File: config.mk
export PLATFORM = sky130hd
export DESIGN_NAME = sensor_inject_packer
export DESIGN_NICKNAME = d
export VERILOG_FILES = /design/src/rtl/sensor_inject_packer_pkg.sv /design/src/rtl/sensor_inject_packer.sv
export SDC_FILE = /design/constraint.sdc
export NUM_CORES = 2
export LEC_CHECK = 0
export ABC_AREA = 1
export BUFFER_PORTS_ARGS = -buffer_cell sky130_fd_sc_hd__buf_2
export CAP_MARGIN = 20
export CORE_ASPECT_RATIO = 0.75
export CORE_MARGIN = 5
export CORE_UTILIZATION = 52
export DETAILED_ROUTE_END_ITERATION = 8
export PLACE_DENSITY_LB_ADDON = 0.05
export SETUP_SLACK_MARGIN = 0.05
export SLEW_MARGIN = 20
export SYNTH_ARGS = -nofsm -noshare
export SYNTH_HDL_FRONTEND = slang
export SYNTH_SLANG_ARGS = --single-unit
File: constraint.sdc
create_clock -name clk -period 3.8 [get_ports clk]
set_clock_uncertainty 0.1 [all_clocks]
set_input_delay 0.38 -clock clk [delete_from_list [all_inputs] [get_ports clk]]
set_output_delay 0.38 -clock clk [all_outputs]
set_load 0.05 [all_outputs]
File: src/rtl/sensor_inject_packer_pkg.sv
// Shared types and helpers for the sensor-inject packer: FSM encoding and
// width derivations used by the packer datapath.
package sensor_inject_packer_pkg;

  // FSM encoding shared by the sensor-inject blocks.
  typedef enum logic [1:0] {
    ST_IDLE  = 2'd0,
    ST_RUN   = 2'd1,
    ST_DRAIN = 2'd2
  } state_t;

  // Bytes (cells) per output word.
  function automatic int calc_bpw(input int out_width);
    return out_width / 8;
  endfunction

  // Words per frame.
  function automatic int calc_wpf(input int cells_per_frame, input int out_width);
    return cells_per_frame / (out_width / 8);
  endfunction

  // Counter width able to hold 0..n-1, never narrower than one bit.
  function automatic int cnt_width(input int n);
    return (n <= 2) ? 1 : $clog2(n);
  endfunction

endpackage

File: src/rtl/sensor_inject_packer.sv
// Packs the 8-bit sensor-inject cell stream little-endian into OUT_WIDTH-bit
// words, flags the last word of each frame with TLAST and counts emitted
// frames. Start/stop requests from i_ENABLE only take effect on frame
// boundaries so downstream never sees a truncated frame.
module sensor_inject_packer
  import sensor_inject_packer_pkg::*;
#(
  parameter int OUT_WIDTH       = 512,
  parameter int CELLS_PER_FRAME = 2048
) (
  input  logic                 clk,
  input  logic                 reset,
  input  logic                 i_ENABLE,
  input  logic [7:0]           axis_vector_tdata,
  input  logic                 axis_vector_tvalid,
  output logic                 axis_vector_tready,
  output logic [OUT_WIDTH-1:0] axis_out_tdata,
  output logic                 axis_out_tvalid,
  output logic                 axis_out_tlast,
  input  logic                 axis_out_tready,
  output logic [31:0]          o_FRAME_COUNT,
  output logic                 o_BUSY
);

  localparam int BPW  = calc_bpw(OUT_WIDTH);
  localparam int IDXW = cnt_width(BPW);
  localparam int CNTW = cnt_width(CELLS_PER_FRAME);
  localparam int ACCW = OUT_WIDTH - 8;

  localparam logic [IDXW-1:0] LAST_IDX  = IDXW'(BPW - 1);
  localparam logic [CNTW-1:0] LAST_CELL = CNTW'(CELLS_PER_FRAME - 1);

  state_t                 r_state;
  state_t                 w_next_state;
  logic [IDXW-1:0]        r_byte_idx;
  logic [CNTW-1:0]        r_cell_cnt;
  logic [ACCW-1:0]        r_acc;
  logic [OUT_WIDTH-1:0]   r_out_data;
  logic                   r_out_valid;
  logic                   r_out_last;
  logic [31:0]            r_frame_count;

  logic                   w_active;
  logic                   w_in_ready;
  logic                   w_accept;
  logic                   w_word_done;
  logic                   w_last_cell_acc;
  logic                   w_out_fire;

  // A disabled RUN state at a frame boundary must not start a new frame, so
  // input is only taken while a frame is in progress or still wanted.
  assign w_active = (r_state == ST_DRAIN) |
                    ((r_state == ST_RUN) & (i_ENABLE | (r_cell_cnt != '0)));

  // Only the word-completing cell needs room in the output register.
  assign w_in_ready      = w_active & ((r_byte_idx != LAST_IDX) | ~r_out_valid | axis_out_tready);
  assign w_accept        = axis_vector_tvalid & w_in_ready;
  assign w_word_done     = w_accept & (r_byte_idx == LAST_IDX);
  assign w_last_cell_acc = w_accept & (r_cell_cnt == LAST_CELL);
  assign w_out_fire      = r_out_valid & axis_out_tready;

  // Next-state logic: stop requests resolve only at frame boundaries.
  always_comb begin
    w_next_state = r_state;
    case (r_state)
      ST_IDLE: begin
        if (i_ENABLE) begin
          w_next_state = ST_RUN;
        end else begin
          w_next_state = ST_IDLE;
        end
      end
      ST_RUN: begin
        if (i_ENABLE) begin
          w_next_state = ST_RUN;
        end else if ((r_cell_cnt == '0) || w_last_cell_acc) begin
          w_next_state = ST_IDLE;
        end else begin
          w_next_state = ST_DRAIN;
        end
      end
      ST_DRAIN: begin
        if (i_ENABLE) begin
          w_next_state = ST_RUN;
        end else if (w_last_cell_acc) begin
          w_next_state = ST_IDLE;
        end else begin
          w_next_state = ST_DRAIN;
        end
      end
      default: begin
        w_next_state = ST_IDLE;
      end
    endcase
  end

  // FSM state register.
  always_ff @(posedge clk) begin
    if (reset) begin
      r_state <= ST_IDLE;
    end else begin
      r_state <= w_next_state;
    end
  end

  // Position of the next cell within its word and within its frame.
  always_ff @(posedge clk) begin
    if (reset) begin
      r_byte_idx <= '0;
      r_cell_cnt <= '0;
    end else if (w_accept) begin
      r_byte_idx <= (r_byte_idx == LAST_IDX)  ? '0 : r_byte_idx + 1'b1;
      r_cell_cnt <= (r_cell_cnt == LAST_CELL) ? '0 : r_cell_cnt + 1'b1;
    end
  end

  // Accumulator holds the lower cells of the word being assembled.
  always_ff @(posedge clk) begin
    if (reset) begin
      r_acc <= '0;
    end else if (w_accept) begin
      for (int k = 0; k < BPW - 1; k++) begin
        if (r_byte_idx == IDXW'(k)) begin
          r_acc[8*k +: 8] <= axis_vector_tdata;
        end
      end
    end
  end

  // Output register: load on the word's last cell, clear once drained;
  // a load in the drain cycle gives back-to-back words.
  always_ff @(posedge clk) begin
    if (reset) begin
      r_out_data  <= '0;
      r_out_valid <= 1'b0;
      r_out_last  <= 1'b0;
    end else if (w_word_done) begin
      r_out_data  <= {axis_vector_tdata, r_acc};
      r_out_valid <= 1'b1;
      r_out_last  <= (r_cell_cnt == LAST_CELL);
    end else if (w_out_fire) begin
      r_out_valid <= 1'b0;
      r_out_last  <= 1'b0;
    end
  end

  // Frames are counted when their final word is taken downstream.
  always_ff @(posedge clk) begin
    if (reset) begin
      r_frame_count <= 32'd0;
    end else if (w_out_fire && r_out_last) begin
      r_frame_count <= r_frame_count + 32'd1;
    end
  end

  assign axis_vector_tready = w_in_ready;
  assign axis_out_tdata     = r_out_data;
  assign axis_out_tvalid    = r_out_valid;
  assign axis_out_tlast     = r_out_last;
  assign o_FRAME_COUNT      = r_frame_count;
  assign o_BUSY             = (r_state != ST_IDLE);

endmodule
Yosys cells after proc, flatten, opt, wreduce, memory -nomap -nowiden
Index checks and enable logic that the tools add are counted.
{ "word_totals": {"regBits": 1069, "inputBits": 13, "output_inout_bits": 548, "elab_cells": 233} }
{ "op_classes": {"add_sub_neg": 3, "n_eq_ne": 67, "mux": 11, "bitwise": 11, "reduce_logical": 71} }
{ "ops": {"columns": ["operator", "count"], "rows": [
  ["$eq 6x6->1 const B", 32],
  ["$reduce_and 2->1", 63],
  ["$eq 6x5->1 const B", 16],
  ["$eq 6x4->1 const B", 8],
  ["$add 32x1->32 const B", 1],
  ["$eq 6x3->1 const B", 4],
  ["$eq 6x2->1 const B", 2],
  ["$add 11x1->11 const B", 1],
  ["$eq 11x11->1 const B", 1],
  ["$logic_not 11->1", 1],
  ["$mux 11", 1],
  ["$reduce_bool 11->1", 1],
  ["$mux 2", 4],
  ["$add 6x1->6 const B", 1],
  ["$and 1x1->1", 6],
  ["$eq 6x1->1 const B", 1],
  ["$logic_not 6->1", 1],
  ["$mux 6", 1],
  ["$ne 6x6->1 const B", 1],
  ["$pmux 2 s3", 1],
  ["$mux 1", 4],
  ["$or 1x1->1", 4],
  ["$reduce_bool 2->1", 2],
  ["$eq 2x1->1 const B", 1],
  ["5 further kinds", 5]
]} }

Longest topological paths before layout
{ "depth": {"ltp_word": 11, "ltp_mapped": 13} }

Worst setup path before layout
Ideal clock, no wire load.
{ "synth_timing": {"kind": "register to register", "from": "register r_frame_count[0], in the netlist o_FRAME_COUNT[0]", "to": "register r_frame_count[26], in the netlist o_FRAME_COUNT[26]", "setup_time_ns": 0.128, "arrival_ns": 1.960, "setup_slack_ns": 1.613, "stages_incl_launch_ff": 11, "n_path_buf": 0, "cell_sequence": "dfxtp_1 > ha_1 > nand3_1 > nor2_1 > nand2_1 > nor2_1 > nand2_1 > nor2_1 > nand3_1 > nand2_1 > nor2_1"} }
{ "synth_between": {"elab_chain_len": 1} }
{ "synth_rtl": {"columns": ["element", "line", "text"], "rows": [
  ["start: declaration", "sensor_inject_packer.sv:41", "logic [31:0] r_frame_count;"],
  ["start signal: assignment", "sensor_inject_packer.sv:152", "r_frame_count <= r_frame_count + 32'd1;"],
  ["$add 32x1->32", "sensor_inject_packer.sv:152", null]
]} }
No other way between the ends.
A chain may end at the register's enable or synchronous reset.

Worst setup path after layout
{ "layout_timing": {"from": "register r_byte_idx[0]", "to": "register r_out_data[283], in the netlist axis_out_tdata[283]"} }
{ "layout_between": {"elab_chain_len": 6, "word_cells_on_any_way": 7} }
{ "layout_rtl": {"columns": ["element", "line", "text"], "rows": [
  ["start: declaration", "sensor_inject_packer.sv:35", "logic [IDXW-1:0] r_byte_idx;"],
  ["start signal: assignment", "sensor_inject_packer.sv:112", "r_byte_idx <= (r_byte_idx == LAST_IDX) ? '0 : r_byte_idx + 1'b1;"],
  ["$ne 6x6->1", "sensor_inject_packer.sv:56", "assign w_in_ready = w_active & ((r_byte_idx != LAST_IDX) | ~r_out_valid | axis_out_tready);"],
  ["$or 1x1->1 (2 in series)", "sensor_inject_packer.sv:56", null],
  ["$and 1x1->1", "sensor_inject_packer.sv:56", null],
  ["$and 1x1->1", "sensor_inject_packer.sv:57", "assign w_accept = axis_vector_tvalid & w_in_ready;"],
  ["$and 1x1->1 *", "sensor_inject_packer.sv:58", "assign w_word_done = w_accept & (r_byte_idx == LAST_IDX);"],
  ["end signal: assignment", "sensor_inject_packer.sv:138", "r_out_data <= {axis_vector_tdata, r_acc};"],
  ["end: declaration", "sensor_inject_packer.sv:38", "logic [OUT_WIDTH-1:0] r_out_data;"]
]} }
Mark *: on every way between the ends. The rest lies on a longest branch, timed or not.

==> flow_results.xml <==
<?xml version="1.0" encoding="UTF-8"?>
<metrics>
  <group name="die">
    <metric name="fp.coreArea" unit="µm²">82000</metric>
    <metric name="dieArea" unit="µm²">88400</metric>
    <metric name="initial_core_util" unit="%">52.3</metric>
    <metric name="die-height" unit="µm">259</metric>
    <metric name="core.rowCount" unit="">91</metric>
    <metric name="die_width" unit="µm">342</metric>
    <metric name="number_of_primary_i_o_pins" unit="">561</metric>
  </group>
  <group name="power">
    <metric name="power.share.switching" unit="%">23.4</metric>
    <metric name="power.internal" unit="mW">17.3</metric>
    <metric name="power.density_cell_area" unit="nW/µm²">466</metric>
    <metric name="worst_ir_drop_vdd" unit="mV">0.343</metric>
    <metric name="power_leakage" unit="nW">16.6</metric>
    <metric name="clkPwrFrac" unit="%">45.9</metric>
    <metric name="p_seq_share" unit="%">49.5</metric>
    <metric name="power.share.combinational" unit="%">4.5</metric>
    <metric name="switching_power_total" unit="mW">5.30</metric>
  </group>
  <group name="drt">
    <metric name="firstDrtPassIters" unit="">6</metric>
    <metric name="avgViaCountPerCell" unit="">6.10</metric>
    <metric name="post-route-drc-count" unit="">0</metric>
    <metric name="via_count_of_the_routed_design" unit="">40176</metric>
    <metric name="final_antenna_net_count" unit="">0</metric>
    <metric name="postRouteWirelength" unit="µm">140000</metric>
    <metric name="wl_per_cell" unit="µm">21.3</metric>
    <metric name="initialDrtViolationCount" unit="">4896</metric>
  </group>
  <group name="placement">
    <metric name="place_inst" unit="">6404</metric>
    <metric name="half_perimeter_wire_length_of_the_detailed_placement_result" unit="µm">83200</metric>
    <metric name="gp_congestion" unit="">0.900</metric>
    <metric name="io_buffers" unit="">560</metric>
  </group>
  <group name="cts">
    <metric name="numCtsBuffers" unit="">103</metric>
    <metric name="htree_num_levels" unit="">3</metric>
    <metric name="hold_buffers" unit="">2</metric>
    <metric name="ctsRootBufferMaster" unit="">sky130_fd_sc_hd__clkbuf_16</metric>
    <metric name="clock_path_buffers" unit="">3</metric>
    <metric name="cts_setup_buffers" unit="">0</metric>
    <metric name="tritoncts_clock_tree" unit="">done</metric>
    <metric name="cts_resized" unit="">0</metric>
    <metric name="cts_sinks" unit="">1069</metric>
    <metric name="clock_latency" unit="ns">0.67</metric>
    <metric name="clkTransAtPathRegs" unit="ns">0.06</metric>
  </group>
  <group name="timing">
    <metric name="final-max-slew-violation-count" unit="">0</metric>
    <metric name="setup_viol" unit="">0</metric>
    <metric name="slew_worst_pin" unit="ns">1.33</metric>
    <metric name="slew_headroom" unit="%">11.5</metric>
    <metric name="rsz0062_at_grt" unit="">no</metric>
    <metric name="setup-tns-final" unit="ns">0</metric>
    <metric name="final_cycle_share" unit="%">85.7</metric>
    <metric name="finalHoldViolations" unit="">0</metric>
    <metric name="timing.fmax" unit="GHz">0.307</metric>
    <metric name="final_period_minus_worst_setup_slack" unit="ns">3.26</metric>
  </group>
  <group name="cells_and_area">
    <metric name="antennaDiodeCount" unit="">0</metric>
    <metric name="share_of_layout_cells_above_drive_strength_1" unit="%">16.8</metric>
    <metric name="multi_input_comb_area" unit="µm²">18200</metric>
    <metric name="final_cells" unit="">6591</metric>
    <metric name="area.sequential" unit="µm²">21400</metric>
    <metric name="area_growth_from_synthesis_to_layout" unit="%">13.1</metric>
    <metric name="layout.filler_cells" unit="">7595</metric>
    <metric name="nets" unit="">5462</metric>
  </group>
  <group name="critical_path">
    <metric name="timing.critical_path.to_type" unit="">register</metric>
    <metric name="worst-path-max-fanout" unit="">216</metric>
    <metric name="worstPathArrival" unit="ns">3.74</metric>
    <metric name="timing.critical_path.required" unit="ns">4.28</metric>
    <metric name="critical_path_class" unit="">register to register</metric>
    <metric name="critPathLaunchType" unit="">register</metric>
  </group>
  <group name="global_routing">
    <metric name="grt_util_all_layers" unit="%">29.7</metric>
    <metric name="grt_max_degree" unit="">217</metric>
    <metric name="antenna_found_initial" unit="">0</metric>
    <metric name="wire_length_of_the_first_global_routing_pass" unit="µm">213000</metric>
    <metric name="grt_pass1_vias" unit="">35547</metric>
    <metric name="grt.overflow.total" unit="">0</metric>
  </group>
  <group name="synth">
    <metric name="yosys_register_bits" unit="">1069</metric>
    <metric name="ys_top_cells_by_count" unit="">sky130_fd_sc_hd__nand2_1 (1159), sky130_fd_sc_hd__dfxtp_1 (1069), sky130_fd_sc_hd__a21oi_1 (1051)</metric>
    <metric name="ys.flop_type" unit="">sky130_fd_sc_hd__dfxtp_1</metric>
    <metric name="postSynthNetCount" unit="">5252</metric>
    <metric name="synth.avg_cell_area" unit="µm²">8.20</metric>
    <metric name="combined_area_of_all_synthesized_cells" unit="µm²">42900</metric>
    <metric name="yosys-top-cells-area" unit="">sky130_fd_sc_hd__dfxtp_1 (50%), sky130_fd_sc_hd__nand4_1 (15%), sky130_fd_sc_hd__a21oi_1 (12%)</metric>
    <metric name="cell_with_the_most_instances_after_synthesis" unit="">sky130_fd_sc_hd__nand2_1</metric>
    <metric name="yosysWarningCount" unit="">0</metric>
    <metric name="cells_after_synthesis" unit="">5232</metric>
    <metric name="yosys.area.top_type" unit="">sky130_fd_sc_hd__dfxtp_1</metric>
    <metric name="number_of_enable_flip_flop_cells_after_synthesis" unit="">0</metric>
    <metric name="ys_types" unit="">30</metric>
    <metric name="synth_top_area_share" unit="%">49.9</metric>
    <metric name="synth_async_sr_flop_share" unit="%">0</metric>
    <metric name="synth_sequential_area_ratio" unit="%">49.9</metric>
  </group>
  <group name="worst_hold_path">
    <metric name="hold_path_class" unit="">primary input to register</metric>
  </group>
  <group name="run">
    <metric name="drv.max_cap_violation_count" unit="">0</metric>
  </group>
  <group name="outcome">
    <metric name="outcome" unit="">finished, final reports clean</metric>
  </group>
</metrics>
-- metal layers --
| metal | global-route usage [%] | wire length [µm] | vias to the layer above |
|---|---|---|---|
| met4 | 9.84 | 4450 | 0 |
| met3 | 4.51 | 9610 | 227 |
| met5 | 0 | 0 | - |
| met2 | 44.3 | 62600 | 1468 |
| met1 | 44.2 | 63500 | 19340 |
| li1 | - | - | 19141 |
-- final timing paths --
check / end / cells after the start / startpoint / slack [ns]
worst max register to register: axis_out_tdata[283]$_SDFFE_PP0P_ / 7 / r_byte_idx[0]$_SDFFE_PP0P_ / 0.54
worst min-delay path: o_FRAME_COUNT[16]$_SDFFE_PP0P_ / 2 / reset / 0.03
worst max-delay path: axis_out_tdata[283]$_SDFFE_PP0P_ / 7 / r_byte_idx[0]$_SDFFE_PP0P_ / 0.54
worst min register to register: axis_out_tdata[304]$_SDFFE_PP0P_ / 2 / axis_out_tdata[304]$_SDFFE_PP0P_ / 0.36
-- power groups by stage --
stage	registers, mW	logic [mW]	clock network, mW
floorplan	11.5	0.754	0
global route	11.2	1.07	11.0
finish	11.2	1.02	10.4
detailed placement	11.5	0.999	0
CTS	11.2	1.00	10.5
global placement	11.5	1.01	0
-- cell families (layout without fill, tap and decap cells) --
logic type               count (synthesis)  count (layout)  synth area share, %
buffers and inverters                  608             898                 7.77
flip-flops                            1069            1069                 49.9
AO/OA/AOI/OAI                         1068            1068                 12.5
XOR/XNOR                                10              10                0.204
adder cells (fa/ha/maj)                  7               7                0.204
AND/OR/NAND/NOR                       2470            2470                 29.5
-- cell usage in the layout, fill, tap and decap left out, types with 13 or more instances in the layout --
master                      netlist  routed
sky130_fd_sc_hd__inv_1           57      57
sky130_fd_sc_hd__nor2_2          46      46
sky130_fd_sc_hd__buf_2           90     550
sky130_fd_sc_hd__nor3_1          17      17
sky130_fd_sc_hd__clkinv_2         0      18
sky130_fd_sc_hd__nor2_1          94      94
sky130_fd_sc_hd__a21oi_1       1051    1051
sky130_fd_sc_hd__buf_4           70      65
sky130_fd_sc_hd__o21ai_0         13      13
sky130_fd_sc_hd__clkbuf_1       226      27
sky130_fd_sc_hd__buf_12           0      35
sky130_fd_sc_hd__nand3_1         39      38
sky130_fd_sc_hd__nand4_2         59      59
sky130_fd_sc_hd__dfxtp_1       1069    1069
sky130_fd_sc_hd__clkbuf_8         0      23
sky130_fd_sc_hd__nand4_1       1040    1040
sky130_fd_sc_hd__clkbuf_16        0     106
sky130_fd_sc_hd__nand2_1       1159    1158
-- area by class of cell --
class / instances / share of cell area, %
timing repair buffer: 654 / 8.22
multi-input combinational: 3555 / 37.5
inverter: 59 / 0.456
clock inverter: 29 / 0.675
sequential: 1069 / 44.1
clock buffer: 156 / 6.32
tap: 1069 / 2.76
-- metrics by stage --
stage	instance area [µm²]	worst slack (ns)	util (%)	hold WS, ns	power, mW
after floorplan	42900	1.61	-	0.346	12.2
after global placement	45100	0.796	55.1	0.350	12.5
after detailed placement	45100	0.742	55.1	0.352	12.5
after CTS	48500	0.554	59.2	0.0165	22.8
after global routing	48500	0.413	59.2	0.0418	23.3
final	48500	0.543	59.2	0.0332	22.6
-- state kept, by name (all words and copies together) (netlist names) --
signal	count
axis_out_tdata	512
r_acc	504
o_FRAME_COUNT	32
r_state	2
axis_out_tvalid	1
r_cell_cnt	11
r_byte_idx	6
axis_out_tlast	1
-- worst max-delay path, cell delays in order (launching register included) --
cell and delay, ns:
sky130_fd_sc_hd__dfxtp_1 0.40, sky130_fd_sc_hd__ha_1 0.35, sky130_fd_sc_hd__nand2_4 0.13, sky130_fd_sc_hd__nor2_4 0.32, sky130_fd_sc_hd__buf_12 0.52, sky130_fd_sc_hd__buf_4 0.55, sky130_fd_sc_hd__nand4_1 0.16, sky130_fd_sc_hd__a21oi_1 0.15
No activity file was read; power rests on OpenSTA's default activity.
